**src/rtl/blackparrot_fpga_host_pkg.sv**
```systemverilog
`default_nettype none
// ============================================================================
// Package  : blackparrot_fpga_host_pkg
// Brief    : Shared host-side command type and transfer size encodings.
// Revision : 1.0
// ============================================================================
package blackparrot_fpga_host_pkg;

    localparam int c_host_addr_width = 64;
    localparam int c_host_data_width = 64;
    localparam int c_host_mask_width = c_host_data_width / 8;

    typedef enum logic [2:0] {
        e_size_1B = 3'b000,
        e_size_2B = 3'b001,
        e_size_4B = 3'b010,
        e_size_8B = 3'b011
    } host_size_e;

    typedef struct packed {
        logic                          w;
        logic [c_host_addr_width-1:0]  addr;
        logic [c_host_data_width-1:0]  data;
        logic [c_host_mask_width-1:0]  wmask;
        logic [2:0]                    size;
    } host_cmd_s;

endpackage
`default_nettype wire

```
**src/rtl/bsg_arb_round_robin.sv**
```systemverilog
`default_nettype none
// ============================================================================
// Module   : bsg_arb_round_robin
// Brief    : Round-robin grant; pointer moves past the winner on yumi_i.
// Revision : 1.0
// ============================================================================
module bsg_arb_round_robin #(
    parameter int width_p = 2
) (
    input  logic                                            clk,
    input  logic                                            reset,
    input  logic [width_p-1:0]                              reqs_i,
    input  logic                                            yumi_i,
    output logic                                            v_o,
    output logic [width_p-1:0]                              grants_o,
    output logic [((width_p > 1) ? $clog2(width_p) : 1)-1:0] tag_o
);

    localparam int c_idx_width   = (width_p > 1) ? $clog2(width_p) : 1;
    localparam int c_probe_width = c_idx_width + 1;

    logic [c_idx_width-1:0]   r_ptr;
    logic [c_idx_width-1:0]   w_idx;
    logic [c_probe_width-1:0] w_probe;
    logic                     w_found;

    // Scan from the pointer upward, wrapping once; first requester seen wins.
    always_comb begin
        w_found = 1'b0;
        w_idx   = '0;
        w_probe = '0;
        for (int k = 0; k < width_p; k++) begin
            w_probe = {1'b0, r_ptr} + c_probe_width'(k);
            if (w_probe >= c_probe_width'(width_p)) begin
                w_probe = w_probe - c_probe_width'(width_p);
            end
            if (!w_found && reqs_i[w_probe[c_idx_width-1:0]]) begin
                w_found = 1'b1;
                w_idx   = w_probe[c_idx_width-1:0];
            end
        end
    end

    always_comb begin
        grants_o        = '0;
        grants_o[w_idx] = w_found;
    end

    assign v_o   = w_found;
    assign tag_o = w_idx;

    always_ff @(posedge clk) begin
        if (reset) begin
            r_ptr <= '0;
        end else if (yumi_i & w_found) begin
            r_ptr <= (w_idx == c_idx_width'(width_p - 1)) ? '0 : w_idx + c_idx_width'(1);
        end
    end

endmodule
`default_nettype wire

```
**src/rtl/bsg_fifo_1r1w_small.sv**
```systemverilog
`default_nettype none
// ============================================================================
// Module   : bsg_fifo_1r1w_small
// Brief    : Small circular-buffer FIFO, valid/ready in, valid/yumi out.
// Revision : 1.0
// ============================================================================
module bsg_fifo_1r1w_small #(
    parameter int width_p = 1,
    parameter int els_p   = 2
) (
    input  logic               clk,
    input  logic               reset,
    input  logic               v_i,
    output logic               ready_o,
    input  logic [width_p-1:0] data_i,
    output logic               v_o,
    output logic [width_p-1:0] data_o,
    input  logic               yumi_i
);

    localparam int c_ptr_width = (els_p > 1) ? $clog2(els_p) : 1;
    localparam int c_cnt_width = $clog2(els_p + 1);

    logic [width_p-1:0]     r_mem [els_p];
    logic [c_ptr_width-1:0] r_wptr;
    logic [c_ptr_width-1:0] r_rptr;
    logic [c_cnt_width-1:0] r_cnt;
    logic                   w_push;
    logic                   w_pop;

    // Ready looks only at the registered count, so a full FIFO refuses a push
    // even when the head is being popped in the same cycle.
    assign ready_o = (r_cnt != c_cnt_width'(els_p));
    assign v_o     = (r_cnt != '0);
    assign data_o  = r_mem[r_rptr];
    assign w_push  = v_i & ready_o;
    assign w_pop   = yumi_i & v_o;

    function automatic logic [c_ptr_width-1:0] next_ptr(input logic [c_ptr_width-1:0] p);
        return (p == c_ptr_width'(els_p - 1)) ? '0 : p + c_ptr_width'(1);
    endfunction

    always_ff @(posedge clk) begin
        if (w_push) begin
            r_mem[r_wptr] <= data_i;
        end
    end

    always_ff @(posedge clk) begin
        if (reset) begin
            r_wptr <= '0;
            r_rptr <= '0;
            r_cnt  <= '0;
        end else begin
            if (w_push) begin
                r_wptr <= next_ptr(r_wptr);
            end
            if (w_pop) begin
                r_rptr <= next_ptr(r_rptr);
            end
            r_cnt <= r_cnt + c_cnt_width'(w_push) - c_cnt_width'(w_pop);
        end
    end

endmodule
`default_nettype wire

```
**src/rtl/blackparrot_fpga_host_cmd_arbiter.sv**
```systemverilog
`default_nettype none
// ============================================================================
// Module   : blackparrot_fpga_host_cmd_arbiter
// Brief    : Shares the bridge command port round-robin; per-type tag FIFOs
//            route B/R responses back to the issuing requester.
// Revision : 1.0
// ============================================================================
module blackparrot_fpga_host_cmd_arbiter
    import blackparrot_fpga_host_pkg::*;
#(
    parameter int num_req_p    = 2,
    parameter int addr_width_p = 64,
    parameter int data_width_p = 64,
    parameter int tag_els_p    = 8
) (
    input  logic                                  clk,
    input  logic                                  reset,
    input  logic [num_req_p-1:0]                  req_v_i,
    input  logic [num_req_p-1:0]                  req_w_i,
    input  logic [num_req_p*addr_width_p-1:0]     req_addr_i,
    input  logic [num_req_p*data_width_p-1:0]     req_data_i,
    input  logic [num_req_p*(data_width_p/8)-1:0] req_wmask_i,
    input  logic [num_req_p*3-1:0]                req_size_i,
    output logic [num_req_p-1:0]                  req_ready_and_o,
    output logic [num_req_p-1:0]                  resp_v_o,
    output logic                                  resp_w_o,
    output logic [data_width_p-1:0]               resp_data_o,
    input  logic [num_req_p-1:0]                  resp_yumi_i,
    output logic                                  cmd_v_o,
    output logic                                  cmd_w_o,
    output logic [addr_width_p-1:0]               cmd_addr_o,
    output logic [data_width_p-1:0]               cmd_data_o,
    output logic [data_width_p/8-1:0]             cmd_wmask_o,
    output logic [2:0]                            cmd_size_o,
    input  logic                                  cmd_ready_and_i,
    input  logic                                  br_resp_v_i,
    input  logic                                  br_resp_w_i,
    input  logic [data_width_p-1:0]               br_resp_data_i,
    output logic                                  br_resp_yumi_o,
    output logic [$clog2(tag_els_p+1)-1:0]        wr_outstanding_o,
    output logic [$clog2(tag_els_p+1)-1:0]        rd_outstanding_o,
    output logic                                  idle_o
);

    localparam int c_tag_width  = (num_req_p > 1) ? $clog2(num_req_p) : 1;
    localparam int c_cnt_width  = $clog2(tag_els_p + 1);
    localparam int c_mask_width = data_width_p / 8;

    host_cmd_s              w_cmd [num_req_p];
    host_cmd_s              w_win;
    logic [num_req_p-1:0]   w_elig;
    logic [num_req_p-1:0]   w_grants;
    logic                   w_grant_v;
    logic [c_tag_width-1:0] w_grant_idx;
    logic                   w_hs;
    logic                   w_wr_push;
    logic                   w_rd_push;
    logic                   w_wr_ready;
    logic                   w_rd_ready;
    logic                   w_wr_v;
    logic                   w_rd_v;
    logic [c_tag_width-1:0] w_wr_head;
    logic [c_tag_width-1:0] w_rd_head;
    logic [c_tag_width-1:0] w_head;
    logic                   w_sel_v;
    logic                   w_wr_pop;
    logic                   w_rd_pop;
    logic [c_cnt_width-1:0] r_wr_cnt;
    logic [c_cnt_width-1:0] r_rd_cnt;

    // A requester only competes if the tag FIFO of its command type has room.
    generate
        for (genvar i = 0; i < num_req_p; i++) begin : g_req
            assign w_cmd[i] = '{
                w:     req_w_i[i],
                addr:  c_host_addr_width'(req_addr_i[i*addr_width_p +: addr_width_p]),
                data:  c_host_data_width'(req_data_i[i*data_width_p +: data_width_p]),
                wmask: c_host_mask_width'(req_wmask_i[i*c_mask_width +: c_mask_width]),
                size:  req_size_i[i*3 +: 3]
            };
            assign w_elig[i]   = ~reset & req_v_i[i] & (req_w_i[i] ? w_wr_ready : w_rd_ready);
            assign resp_v_o[i] = ~reset & br_resp_v_i & w_sel_v
                               & (w_head == c_tag_width'(i));
        end
    endgenerate

    bsg_arb_round_robin #(
        .width_p (num_req_p)
    ) u_arb (
        .clk      (clk),
        .reset    (reset),
        .reqs_i   (w_elig),
        .yumi_i   (w_hs),
        .v_o      (w_grant_v),
        .grants_o (w_grants),
        .tag_o    (w_grant_idx)
    );

    assign w_win           = w_cmd[w_grant_idx];
    assign cmd_v_o         = w_grant_v;
    assign cmd_w_o         = w_win.w;
    assign cmd_addr_o      = w_win.addr[addr_width_p-1:0];
    assign cmd_data_o      = w_win.data[data_width_p-1:0];
    assign cmd_wmask_o     = w_win.wmask[c_mask_width-1:0];
    assign cmd_size_o      = w_win.size;
    assign req_ready_and_o = w_grants & {num_req_p{cmd_ready_and_i}};

    assign w_hs      = w_grant_v & cmd_ready_and_i;
    assign w_wr_push = w_hs & w_win.w;
    assign w_rd_push = w_hs & ~w_win.w;

    bsg_fifo_1r1w_small #(
        .width_p (c_tag_width),
        .els_p   (tag_els_p)
    ) u_wr_tags (
        .clk     (clk),
        .reset   (reset),
        .v_i     (w_wr_push),
        .ready_o (w_wr_ready),
        .data_i  (w_grant_idx),
        .v_o     (w_wr_v),
        .data_o  (w_wr_head),
        .yumi_i  (w_wr_pop)
    );

    bsg_fifo_1r1w_small #(
        .width_p (c_tag_width),
        .els_p   (tag_els_p)
    ) u_rd_tags (
        .clk     (clk),
        .reset   (reset),
        .v_i     (w_rd_push),
        .ready_o (w_rd_ready),
        .data_i  (w_grant_idx),
        .v_o     (w_rd_v),
        .data_o  (w_rd_head),
        .yumi_i  (w_rd_pop)
    );

    // With no matching tag the response is spurious and is simply swallowed.
    assign w_sel_v        = br_resp_w_i ? w_wr_v : w_rd_v;
    assign w_head         = br_resp_w_i ? w_wr_head : w_rd_head;
    assign br_resp_yumi_o = br_resp_v_i & (w_sel_v ? resp_yumi_i[w_head] : 1'b1);
    assign w_wr_pop       = br_resp_yumi_o & br_resp_w_i & w_wr_v;
    assign w_rd_pop       = br_resp_yumi_o & ~br_resp_w_i & w_rd_v;
    assign resp_w_o       = br_resp_w_i;
    assign resp_data_o    = br_resp_data_i;

    always_ff @(posedge clk) begin
        if (reset) begin
            r_wr_cnt <= '0;
            r_rd_cnt <= '0;
        end else begin
            r_wr_cnt <= r_wr_cnt + c_cnt_width'(w_wr_push) - c_cnt_width'(w_wr_pop);
            r_rd_cnt <= r_rd_cnt + c_cnt_width'(w_rd_push) - c_cnt_width'(w_rd_pop);
        end
    end

    assign wr_outstanding_o = r_wr_cnt;
    assign rd_outstanding_o = r_rd_cnt;
    assign idle_o           = (r_wr_cnt == '0) && (r_rd_cnt == '0);

`ifndef SYNTHESIS
    always @(posedge clk) begin
        if (!reset) begin
            assert (!br_resp_v_i || w_sel_v)
                else $warning("spurious bridge response dropped (w=%0b)", br_resp_w_i);
        end
    end
`endif

endmodule
`default_nettype wire

```
**config.mk**
```make
export PLATFORM = sky130hd
export DESIGN_NAME = blackparrot_fpga_host_cmd_arbiter
export DESIGN_NICKNAME = d
export VERILOG_FILES = /design/src/rtl/blackparrot_fpga_host_pkg.sv /design/src/rtl/bsg_arb_round_robin.sv /design/src/rtl/bsg_fifo_1r1w_small.sv /design/src/rtl/blackparrot_fpga_host_cmd_arbiter.sv
export SDC_FILE = /design/constraint.sdc
export NUM_CORES = 1
export LEC_CHECK = 0
export BUFFER_PORTS_ARGS = -buffer_cell sky130_fd_sc_hd__buf_2
export CAP_MARGIN = 20
export CORE_AREA = 2 2 224 226
export DETAILED_ROUTE_END_ITERATION = 7
export DIE_AREA = 0 0 226 228
export SYNTH_ARGS = -nofsm -noshare
export SYNTH_HDL_FRONTEND = slang
export SYNTH_SLANG_ARGS = --single-unit
```
**constraint.sdc**
```tcl
create_clock -name clk -period 5.9 [get_ports clk]
set_input_delay 1.18 -clock clk [delete_from_list [all_inputs] [get_ports clk]]
set_output_delay 1.18 -clock clk [all_outputs]
set_load 0.01 [all_outputs]
```
-- Word level (Yosys, flattened, before mapping)
Memory sizes are Yosys's and may differ from the RTL's. A register that Yosys moved wholly into a read port is not among the register bits.
Cells that the tools add are included.
- word-level logic and storage cells: 112
- memories: 2
- bits of input ports: 353
- flip-flop bits (word level): 29
- memory bits (writable): 16
- memories (memory ; words ; width ; read ports ; clocked after Yosys merged registers in ; wr ports ; line ; text):
    u_rd_tags.r_mem ; 8 ; 1 ; 1 ; 1 ; 1 ; bsg_fifo_1r1w_small.sv:24 ; logic [width_p-1:0] r_mem [els_p];
    u_wr_tags.r_mem ; 8 ; 1 ; 1 ; 1 ; 1 ; bsg_fifo_1r1w_small.sv:24 ;
- reduce and logical (&&, ||, !) cells: 8
- equal/unequal tests: 6
- add/subtract/negate cells: 16
- mux-type cells: 35
- magnitude comparators: 8
- bitwise logic cells: 28
- operators with widths (kind ; count):
    two-way mux 140 bit ; 3
    two-way mux 3 bit ; 8
    two-way mux 1 bit ; 23
    bitwise AND 1 bit ; 21
    adder 4 x 1 -> 4 bit ; 4
    subtractor 4 x 1 -> 4 bit ; 4
    adder 3 x 1 -> 3 bit, second input constant ; 4
    == test 3 bit, second input constant ; 4
    logical NOT 4 bit ; 2
    less-than comparator 1 x 2 -> 1 bit, second input constant ; 4
    != test 4 bit, second input constant ; 2
    nonzero test 4 bit ; 2
    bitwise AND 2 bit ; 2
    >= comparator 2 bit, second input constant ; 2
    inverter 1 bit ; 4
    logical AND 1 bit ; 3
    adder 1 x 1 -> 2 bit, second input constant ; 1
    >= comparator 1 x 2 -> 1 bit, second input constant ; 1
    inverter 1 -> 2 bit ; 1
    subtractor 1 bit, second input constant ; 2
    adder 1 bit, second input constant ; 1
    demux 1 bit (select 1 bit) ; 1
    >= comparator 1 bit, second input constant ; 1
    logical NOT 1 bit ; 1

-- Logic depth before layout (Yosys ltp)
Gate-level depths: netlist (run 1).
- depth in word-level cells: 18
- gate-level depth with buffers: 14
- gate-level depth less buffers: 14

-- By module
From an unflattened synthesis (run 1), not the netlist that was laid out.
- cell total of the unflattened synthesis: 484
- area, all modules: 5435.2 µm²
- modules (own cells, without submodules) (module ; cells an instance ; seq. area each (µm²) ; area each (µm²) ; times used):
    blackparrot_fpga_host_cmd_arbiter ; 301 ; 160.2 ; 3291.9 ; 1
    bsg_fifo_1r1w_small ; 87 ; 500.5 ; 1032.2 ; 2
    bsg_arb_round_robin ; 9 ; 20.0 ; 78.8 ; 1

-- Least setup slack after synthesis (run 1)
Ideal clock, no wire load.
- path kind: input -> output
- start: input port reset
- end: output port cmd_data_o[40]
- arrival: 2404 ps
- setup slack: 2316 ps
- buffers on the path: 2
- stages: 6
- cells stage by stage: nand3b_1 a2bb2oi_2 o21bai_2 buf_4 buf_4 mux2_1
- cells in the longest elaborated chain, start to end: 13
- elaborated cells between the ends (all ways): 18
- ends and longest elaborated chain (element ; line ; text):
    start: declaration ; blackparrot_fpga_host_cmd_arbiter.sv:17 ; input logic reset,
    inverter 1 bit * ; blackparrot_fpga_host_cmd_arbiter.sv:81 ; assign w_elig[i] = ~reset & req_v_i[i] & (req_w_i[i] ? w_wr_ready : w_rd_ready);
    bitwise AND 1 bit (2 in series) ; blackparrot_fpga_host_cmd_arbiter.sv:81 ;
    two-way mux 1 bit (not written as such) (2 in series) ; bsg_arb_round_robin.sv:37 ; if (!w_found && reqs_i[w_probe[c_idx_width-1:0]]) begin
    two-way mux 1 bit ; bsg_arb_round_robin.sv:37 ;
    logical NOT 1 bit ; bsg_arb_round_robin.sv:37 ;
    logical AND 1 bit ; bsg_arb_round_robin.sv:37 ;
    two-way mux 1 bit * ; bsg_arb_round_robin.sv:37 ;
    inverter 1 -> 2 bit (not written as such) * ; blackparrot_fpga_host_cmd_arbiter.sv:99 ; assign w_win = w_cmd[w_grant_idx];
    two-way mux 140 bit (not written as such) * (3 in series) ; blackparrot_fpga_host_cmd_arbiter.sv:99 ;
    end: declaration ; blackparrot_fpga_host_cmd_arbiter.sv:32 ; output logic [data_width_p-1:0] cmd_data_o,
Mark *: on every way between the ends. The rest lies on a longest branch, timed or not. The select of a mux whose other input is x is not followed.

-- Final worst setup path (run 1)
- start: input port reset
- end: output port cmd_wmask_o[1]
- cells in the longest elaborated chain, start to end: 13
- elaborated cells between the ends (all ways): 18
- ends and longest elaborated chain (element ; line ; text):
    inverter 1 bit * ; blackparrot_fpga_host_cmd_arbiter.sv:81 ;
    bitwise AND 1 bit (2 in series) ; blackparrot_fpga_host_cmd_arbiter.sv:81 ;
    two-way mux 1 bit (not written as such) (2 in series) ; bsg_arb_round_robin.sv:37 ;
    two-way mux 1 bit ; bsg_arb_round_robin.sv:37 ;
    logical NOT 1 bit ; bsg_arb_round_robin.sv:37 ;
    logical AND 1 bit ; bsg_arb_round_robin.sv:37 ;
    two-way mux 1 bit * ; bsg_arb_round_robin.sv:37 ;
    inverter 1 -> 2 bit (not written as such) * ; blackparrot_fpga_host_cmd_arbiter.sv:99 ;
    two-way mux 140 bit (not written as such) * (3 in series) ; blackparrot_fpga_host_cmd_arbiter.sv:99 ;
    end: declaration ; blackparrot_fpga_host_cmd_arbiter.sv:33 ; output logic [data_width_p/8-1:0] cmd_wmask_o,
Marked as above.

==> results.toml, run 1 <==
[sta]
final.min_clock_period_ns = 4.70
hold_viol_final = 0
whs_ns = 0.521
worst_pin_slew_ns = 0.732
tns_ns = 0
fin_crit_sh_pct = 79.6
worst_slack_ns = 1.20
skew_ns = 0.00452
rsz0062_at_grt = "false"
setup-violations-final = 0
max_freq_mhz = 213
slew_headroom_pct = 51.2
slew_violations = 0

[floorplan]
dieArea_mm2 = 0.0515
core_area_mm2 = 0.0493
ios = 573
dieWidth_um = 226
initial_utilization_pct = 10.2
num_rows = 82
die_y_um = 228

[setup_path]
required_ns = 4.72
critPathLaunchType = "primary input"
worstPathArrival_ns = 3.52
rrSetupSlack_ns = 2.77
worstPathMaxFanout = 68
endpoint_kind = "output pin"
reg2reg_depth = 13
critPathKind = "in2out"

[final_layout]
final_net_count = 1258
final_cell_mix = "buf_2, mux2_2, dfxtp_1, inv_1, ha_1"
drive_gt1_share_pct = 67.2
post-route-util_pct = 15.6
nFillCells = 5586
multi_input_area_mm2 = 0.00309
ff_latch_area_mm2 = 0.00118
fin_cells = 1547
fin_area_mm2 = 0.00769
synthToLayoutAreaGrowth_pct = 53.4
final_common_cell = "buf_2"

[clock_tree]
clk_path_buf_depth = 2
cts_buffers = 5
cts_tree = "yes"
cts_sinks = 51
h-tree-depth = 2
cts_resized = 0
clk_pin_slew_ns = 0.07
insertion_delay_ns = 0.29
cts_setup_buffers = 0
cts-root-buf = "clkbuf_16"
hold_buffers = 0

[logic_synthesis]
synth.distinct_cells = 52
syn_avg_cell_area_um2 = 9.96
netlist_area_mm2 = 0.00501
synth_flop_cell = "dfxtp_1"
synth_async_sr_flop_share_pct = 0
yosysTopAreaCell = "mux2_2"
synth-seq-cells = 51
yosysWarnings = 0
synth_top_area_share_pct = 26.5
synth-edff-count = 16
synth-seq-area-share_pct = 23.6
syn_inst = 503
synth_area_leaders = "mux2_2, dfxtp_1, buf_4"
synth_nets = 890

[power]
p_leak_nw = 3.62
pwr-share-clk_pct = 19.4
p_seq_share_pct = 25.2
power_switching_share_pct = 38.2
ir_drop_mv = 0.130
total_power_mw = 1.75
powerDensity_mw_per_mm2 = 228
switchingPower_mw = 0.670
pwr-share-comb_pct = 55.4
cellInternalPower_mw = 1.08

[global_routing]
overflow = 0
first_global_vias = 5373
antenna_found_initial = 16
grt_usage_pct = 10.4
grt_pass1_wl_um = 37700
grt_max_degree = 73

[placement]
dp.cells = 1536
place_area_mm2 = 0.00751
place.port_buffers = 444
place_hpwl_um = 25200
gp_congestion = 0.974
dp_worst_setup_slack_ns = 1.23

[routing]
wl_um = 28000
post_drt_wl_per_cell_um = 18.1
route.antenna.remaining_nets = 0
num_vias = 5341
routed_via_density = 3.45
dr.pass1.iters = 4
drc = 0
drt_iter0_markers = 244

[hold_path]
min-delay-path-class = "reg2reg"
whs_path_depth = 2

[job]
maxCapViolations = 0

[outcome]
status = "finished, final reports clean"
==> power by group through the flow <==
stage | Clock [mW] | Sequential [mW] | Combinational [mW]
after detailed placement | 0 | 0.450 | 0.992
final | 0.340 | 0.441 | 0.971
after global placement | 0 | 0.448 | 0.970
after floorplan | 0 | 0.450 | 0.613
after CTS | 0.350 | 0.442 | 0.998
after global routing | 0.362 | 0.449 | 1.07
==> area by class of cell <==
cell class | instances | area share, %
Inverter | 34 | 1.69
Clock inverter | 2 | 0.456
Sequential cell | 51 | 15.4
Timing Repair Buffer | 446 | 29.4
Antenna cell | 3 | 0.0976
Tap cell | 672 | 10.9
Clock buffer | 6 | 1.81
Multi-Input combinational cell | 333 | 40.2
==> synthesized netlist by cell type, drive strengths merged (2+ instances only) <==
cell type and count:
ha 30, nor3 9, nor2b 8, nor4 2
xnor2 6, edfxtp 16, or4 2, inv 34
nand2b 12, nand2 7, or2 2, clkbuf 3
dfxtp 35, mux2 141, fa 4, a2bb2oi 2
or3b 3, mux2i 13, a21o 4, a21oi 11
nor2 26, o22ai 4, nor3b 6, nor4b 2
nand3b 4, buf 82, o21ai 10, nand4 2
xor2 2, nand3 8
==> worst max-delay path, stage by stage <==
cell and delay (ns):
buf_2 0.56, nand3b_1 0.24, a2bb2oi_2 0.22, o21bai_4 0.20, buf_12 0.31, mux2_2 0.48
buf_2 0.18
==> per-layer routing <==
metal | track usage, % | part of all wire [%] | up-vias | routed length, µm
li1 | - | - | 2444 | -
met1 | 12.3 | 39 | 2496 | 10800
met5 | 0 | 0 | - | 0
met3 | 4.82 | 13 | 35 | 3660
met4 | 4.43 | 4.5 | 0 | 1250
met2 | 15.9 | 44 | 366 | 12300
==> kinds of logic (layout without fill, tap and decap cells) <==
group	after synthesis	count (layout)	synth area share, %
AND/OR/NAND/NOR	97	97	11.2
multiplexers	154	154	34.3
flip-flops	51	51	23.6
buffers and inverters	119	488	14.9
other	0	3	0
AO/OA/AOI/OAI	40	40	5.64
adder cells (fa/ha/maj)	34	34	9.09
XOR/XNOR	8	8	1.40
==> final timing paths <==
path	start	end
setup / recovery	reset	cmd_wmask_o[1]
hold / removal	u_rd_tags.r_rptr[1]	u_rd_tags.r_rptr[1]
setup reg to reg	u_wr_tags.r_cnt[2]	wr_outstanding_o[2]
hold reg to reg	u_rd_tags.r_rptr[1]	u_rd_tags.r_rptr[1]
(Power assumes the default switching activity.)
==> run 2: changes to the inputs <==
--- a/config.mk
+++ b/config.mk
@@ -7,9 +7,9 @@
 export LEC_CHECK = 0
 export BUFFER_PORTS_ARGS = -buffer_cell sky130_fd_sc_hd__buf_2
 export CAP_MARGIN = 20
-export CORE_AREA = 2 2 224 226
+export CORE_AREA = 2 2 220 222
 export DETAILED_ROUTE_END_ITERATION = 7
-export DIE_AREA = 0 0 226 228
+export DIE_AREA = 0 0 222 224
 export SYNTH_ARGS = -nofsm -noshare
 export SYNTH_HDL_FRONTEND = slang
 export SYNTH_SLANG_ARGS = --single-unit
==> constraint.sdc (replaced) <==
create_clock -name clk -period 4.55 [get_ports clk]
set_input_delay 0.91 -clock clk [delete_from_list [all_inputs] [get_ports clk]]
set_output_delay 0.91 -clock clk [all_outputs]
set_load 0.01 [all_outputs]
==> run 2 against run 1 <==
  * Core utilization is 0.55 points higher
  * First-iteration DRC count is 10% lower
  * Largest cell class unchanged
  * Combinational power is 31% higher
  * Clock-buffer cell count is 1 lower
  * Non-clock buffer count is 5 higher
  * Critical path type is now reg2out
  * Flip-flop and latch count stayed put
==> results.toml, run 2 (synthesis results as in run 1) <==
[outcome]
status = "finished, final reports clean"

[setup_path]
endpoint_kind = "output pin"
critPathKind = "reg2out"
r2r-start = "u_rd_tags.r_cnt[2]"
r2r_end = "wr_outstanding_o[2]"
reg2reg_depth = 13
worstPathArrival_ns = 2.95
rrSetupSlack_ns = 1.38
worstPathMaxFanout = 75
critPathLaunchType = "register"
required_ns = 3.64

[sta]
slew_violations = 0
final.min_clock_period_ns = 3.86
worst_pin_slew_ns = 0.677
setup-violations-final = 0
worst_slack_ns = 0.693
fin_crit_sh_pct = 84.8
whs_ns = 0.513
max_freq_mhz = 259
slew_headroom_pct = 54.7
rsz0062_at_grt = "false"
hold_viol_final = 0
tns_ns = 0
skew_ns = 0.00864

[clock_tree]
cts-root-buf = "clkbuf_16"
clk_pin_slew_ns = 0.07
cts_tree = "yes"
cts_sinks = 51
hold_buffers = 0
cts_buffers = 5
clk_path_buf_depth = 2
h-tree-depth = 2
cts_resized = 0
insertion_delay_ns = 0.30
cts_setup_buffers = 0

[routing]
num_vias = 5451
routed_via_density = 3.64
dr.pass1.iters = 4
drc = 0
drt_iter0_markers = 219
post_drt_wl_per_cell_um = 24.0
route.antenna.remaining_nets = 0
wl_um = 35900

[power]
powerDensity_mw_per_mm2 = 292
p_leak_nw = 3.63
total_power_mw = 2.23
ir_drop_mv = 0.142

[floorplan]
dieArea_mm2 = 0.0497
initial_utilization_pct = 10.6
ios = 573
die_y_um = 224
dieWidth_um = 222
core_area_mm2 = 0.0473
num_rows = 80

[global_routing]
antenna_found_initial = 39
first_global_vias = 5568
grt_pass1_wl_um = 46700
grt_usage_pct = 13.8
overflow = 0
grt_max_degree = 76

[final_layout]
multi_input_area_mm2 = 0.00309
synthToLayoutAreaGrowth_pct = 52.4
drive_gt1_share_pct = 67.4
final_common_cell = "buf_2"
final_net_count = 1263
final_cell_mix = "buf_2, mux2_2, dfxtp_1, inv_1, ha_1"
nFillCells = 5382
post-route-util_pct = 16.1
ff_latch_area_mm2 = 0.00118

[hold_path]
whs_path_depth = 2
min_from = "u_rd_tags.r_rptr[1]"
min-delay-path-class = "reg2reg"
hold-path-endpoint = "u_rd_tags.r_rptr[1]"

[placement]
place.port_buffers = 444
gp_congestion = 0.965
place_hpwl_um = 33300
dp_worst_setup_slack_ns = 0.798

[job]
maxCapViolations = 0
-- run 2: changes by cell type in the layout (fill, tap and decap cells not counted) --
cell	delta
buf_4	+5
diode_2	+2
inv_6	+2
bufinv_16	-1
clkbuf_8	-1
clkinv_2	-1
clkinv_4	+1
-- run 2: layout make-up --
cell class,count,share of cell area (%)
multi-input cells,333,40.5
repair buffers,451,30.1
flip-flops and latches,51,15.5
well taps,615,10.1
inverters,34,1.70
clock buffers,5,1.64
clock inverters,3,0.344
diodes,5,0.164
-- run 2: worst max path at each step --
stage	start	slack [ns]	endpoint	cells after the start
2_1_floorplan	reset	1.51	cmd_data_o[40]	6
3_3_place_gp	reset	0.87	cmd_addr_o[9]	8
3_5_place_dp	reset	0.80	cmd_addr_o[7]	8
4_1_cts	u_rd_tags.r_cnt[2]	0.68	cmd_addr_o[7]	9
5_1_grt	u_rd_tags.r_cnt[2]	0.53	cmd_addr_o[7]	9
6_report	u_rd_tags.r_cnt[2]	0.69	cmd_data_o[33]	9
-- run 2: stage by stage --
stage          std cells  area (µm²)
2_1_floorplan        503        5010
3_3_place_gp        1484        7470
3_5_place_dp        1484        7470
4_1_cts             1492        7630
5_1_grt             1492        7630
6_report            1497        7640
-- run 2: worst max-delay path, stage by stage, from the launching register on --
cell and delay [ns]:
dfxtp_1 0.30, inv_1 0.09, ha_1 0.18, or3b_4 0.44
a2bb2oi_2 0.23, o21bai_4 0.17, buf_12 0.22, buf_12 0.33
mux2_2 0.43, buf_2 0.16
-- run 2: metal layers --
metal,wire length [µm],GRT usage [%],vias up
li1,-,-,2460
met1,14100,16.0,2538
met2,17400,24.5,386
met3,3380,5.00,65
met4,1060,2.88,2
met5,13,0,-
-- run 2: power by group --
part / leakage [nW] / total (mW) / internal (mW) / switching [mW]
Sequential: 0.432 / 0.574 / 0.531 / 0.0439
Combinational: 3.13 / 1.27 / 0.607 / 0.661
Clock: 0.0748 / 0.388 / 0.209 / 0.179
Total: 3.63 / 2.23 / 1.35 / 0.883
==> run 3: changes to the inputs <==
==> constraint.sdc (replaced) <==
create_clock -name clk -period 3.9 [get_ports clk]
set_input_delay 0.78 -clock clk [delete_from_list [all_inputs] [get_ports clk]]
set_output_delay 0.78 -clock clk [all_outputs]
set_load 0.01 [all_outputs]
==> run 3 against run 2 <==
  * Flip-flop and latch count stayed put
  * Final cell count grew 0.33%
  * Wire length decreased by 3.5%
  * Critical path type is now in2out
  * Largest power group unchanged
  * Critical endpoint is now cmd_data_o[30]
  * Non-clock buffer count is 6 higher
  * Total power rose by 22%
  * Core utilization increased by 0.16 points
  * Worst hold slack got worse by 0.0066 ns
  * Clock-buffer cell count did not move
==> results.toml, run 3 (synthesis results as in run 1) <==
[outcome]
status = "finished, final reports clean"

[sta]
slew_headroom_pct = 53.5
worst_pin_slew_ns = 0.695
slew_violations = 0
final.min_clock_period_ns = 3.70
setup-violations-final = 0
fin_crit_sh_pct = 94.8
max_freq_mhz = 270
skew_ns = 0.00822
tns_ns = 0
whs_ns = 0.506
hold_viol_final = 0
worst_slack_ns = 0.203
rsz0062_at_grt = "false"

[clock_tree]
cts_setup_buffers = 0
clk_path_buf_depth = 2
cts_resized = 0
cts_buffers = 5
cts_tree = "yes"
h-tree-depth = 2
hold_buffers = 0
cts-root-buf = "clkbuf_16"
insertion_delay_ns = 0.28
clk_pin_slew_ns = 0.06
cts_sinks = 51

[placement]
place_area_mm2 = 0.00751
place.port_buffers = 444
gp_congestion = 0.963
place_hpwl_um = 32100
dp.cells = 1490
dp_worst_setup_slack_ns = 0.138

[floorplan]
die_y_um = 224
core_area_mm2 = 0.0473
num_rows = 80
initial_utilization_pct = 10.6
dieWidth_um = 222
dieArea_mm2 = 0.0497
ios = 573

[final_layout]
post-route-util_pct = 16.3
final_common_cell = "buf_2"
fin_cells = 1502
final_net_count = 1269
fin_area_mm2 = 0.00771
synthToLayoutAreaGrowth_pct = 53.9
drive_gt1_share_pct = 67.6
final_cell_mix = "buf_2, mux2_2, dfxtp_1, inv_1, ha_1"

[routing]
dr.pass1.iters = 4
drc = 0
post_drt_wl_per_cell_um = 23.1
num_vias = 5410
wl_um = 34700
drt_iter0_markers = 262
route.antenna.remaining_nets = 0
routed_via_density = 3.60

[hold_path]
min_from = "u_wr_tags.r_rptr[2]"
min-delay-path-class = "reg2reg"

[power]
ir_drop_mv = 0.177
p_leak_nw = 3.68
p_seq_share_pct = 24.7
power_switching_share_pct = 37.2
total_power_mw = 2.71
cellInternalPower_mw = 1.70
switchingPower_mw = 1.01
pwr-share-clk_pct = 20.9
powerDensity_mw_per_mm2 = 351
pwr-share-comb_pct = 54.5

[setup_path]
worstPathMaxFanout = 16
r2r_end = "wr_outstanding_o[2]"
cp_slowest_cell = "o21bai_4"
crit_path_frequent_cell = "buf_2"
worstPathArrival_ns = 2.92
required_ns = 3.12
path_depth = 7
critPathKind = "in2out"
rrSetupSlack_ns = 0.84
crit_chain = "buf_2 > nor3b_1 > a2bb2oi_2 > o21bai_4 > buf_4 > mux2_2 > buf_2"
r2r-start = "u_wr_tags.r_cnt[2]"
critical_path.max_stage_delay_ns = 0.57
critPathLaunchType = "primary input"
reg2reg_depth = 14
crit_end = "cmd_data_o[30]"
endpoint_kind = "output pin"
cp_top_family = "buffers and inverters"
cp_num_buf_inv = 3
startpoint = "reset"

[job]
maxCapViolations = 0

[global_routing]
use_met2_pct = 23.3
use_met1_pct = 15.6
top_usage_layer = "met2"
overflow = 0
grt_usage_pct = 13.2
gr-usage-met3_pct = 5.02
grt_pass1_wl_um = 45000
grt_max_degree = 40
first_global_vias = 5347
antenna_found_initial = 38
[run 3: cell count changes in the layout (fill, tap and decap cells not counted), sizes merged]
cell / before / now
buf: 451 / 457
bufinv: 0 / 2
clkinv: 1 / 0
diode: 5 / 4
inv: 36 / 35
[run 3: worst min-delay path by stage]
stage | end | slack, ns | cells past startpoint
2_1_floorplan | register | 0.47 | 2
3_3_place_gp | u_rd_tags.r_rptr[2] | 0.49 | 2
3_5_place_dp | register | 0.50 | 2
4_1_cts | register | 0.51 | 2
5_1_grt | u_rd_tags.r_rptr[1] | 0.53 | 2
6_report | register | 0.51 | 2
[run 3: routing by layer]
layer | vias to the layer above | wire, µm
met5 | - | 0
met1 | 2513 | 13600
li1 | 2466 | -
met3 | 54 | 3510
met4 | 0 | 757
met2 | 377 | 16800
[run 3: area by class of cell]
type	instances	area [µm²]
well taps	615	769
inverters	34	130
diodes	4	10.0
fillers	5321	39600
clock buffers	5	125
multi-input cells	333	3090
flip-flops and latches	51	1180
repair buffers	457	2330
clock inverters	3	71.3
[run 3: worst reg2reg max path, cell delays in order, from the launching register on]
cell,delay [ns]
dfxtp_1,0.31
inv_1,0.09
ha_1,0.14
or3b_2,0.49
nand4_1,0.12
o21ba_2,0.17
nor2_1,0.34
inv_1,0.11
ha_1,0.30
inv_1,0.06
ha_1,0.15
inv_1,0.05
fa_1,0.38
xor2_1,0.18
nor2_1,0.05
[run 3: power by group through the flow]
stage          sequential [mW]  clock, mW  combinational, mW
2_1_floorplan            0.680          0              0.928
4_1_cts                  0.669      0.573               1.51
6_report                 0.669      0.565               1.48
5_1_grt                  0.677      0.592               1.63
3_3_place_gp             0.678          0               1.49
3_5_place_dp             0.681          0               1.50
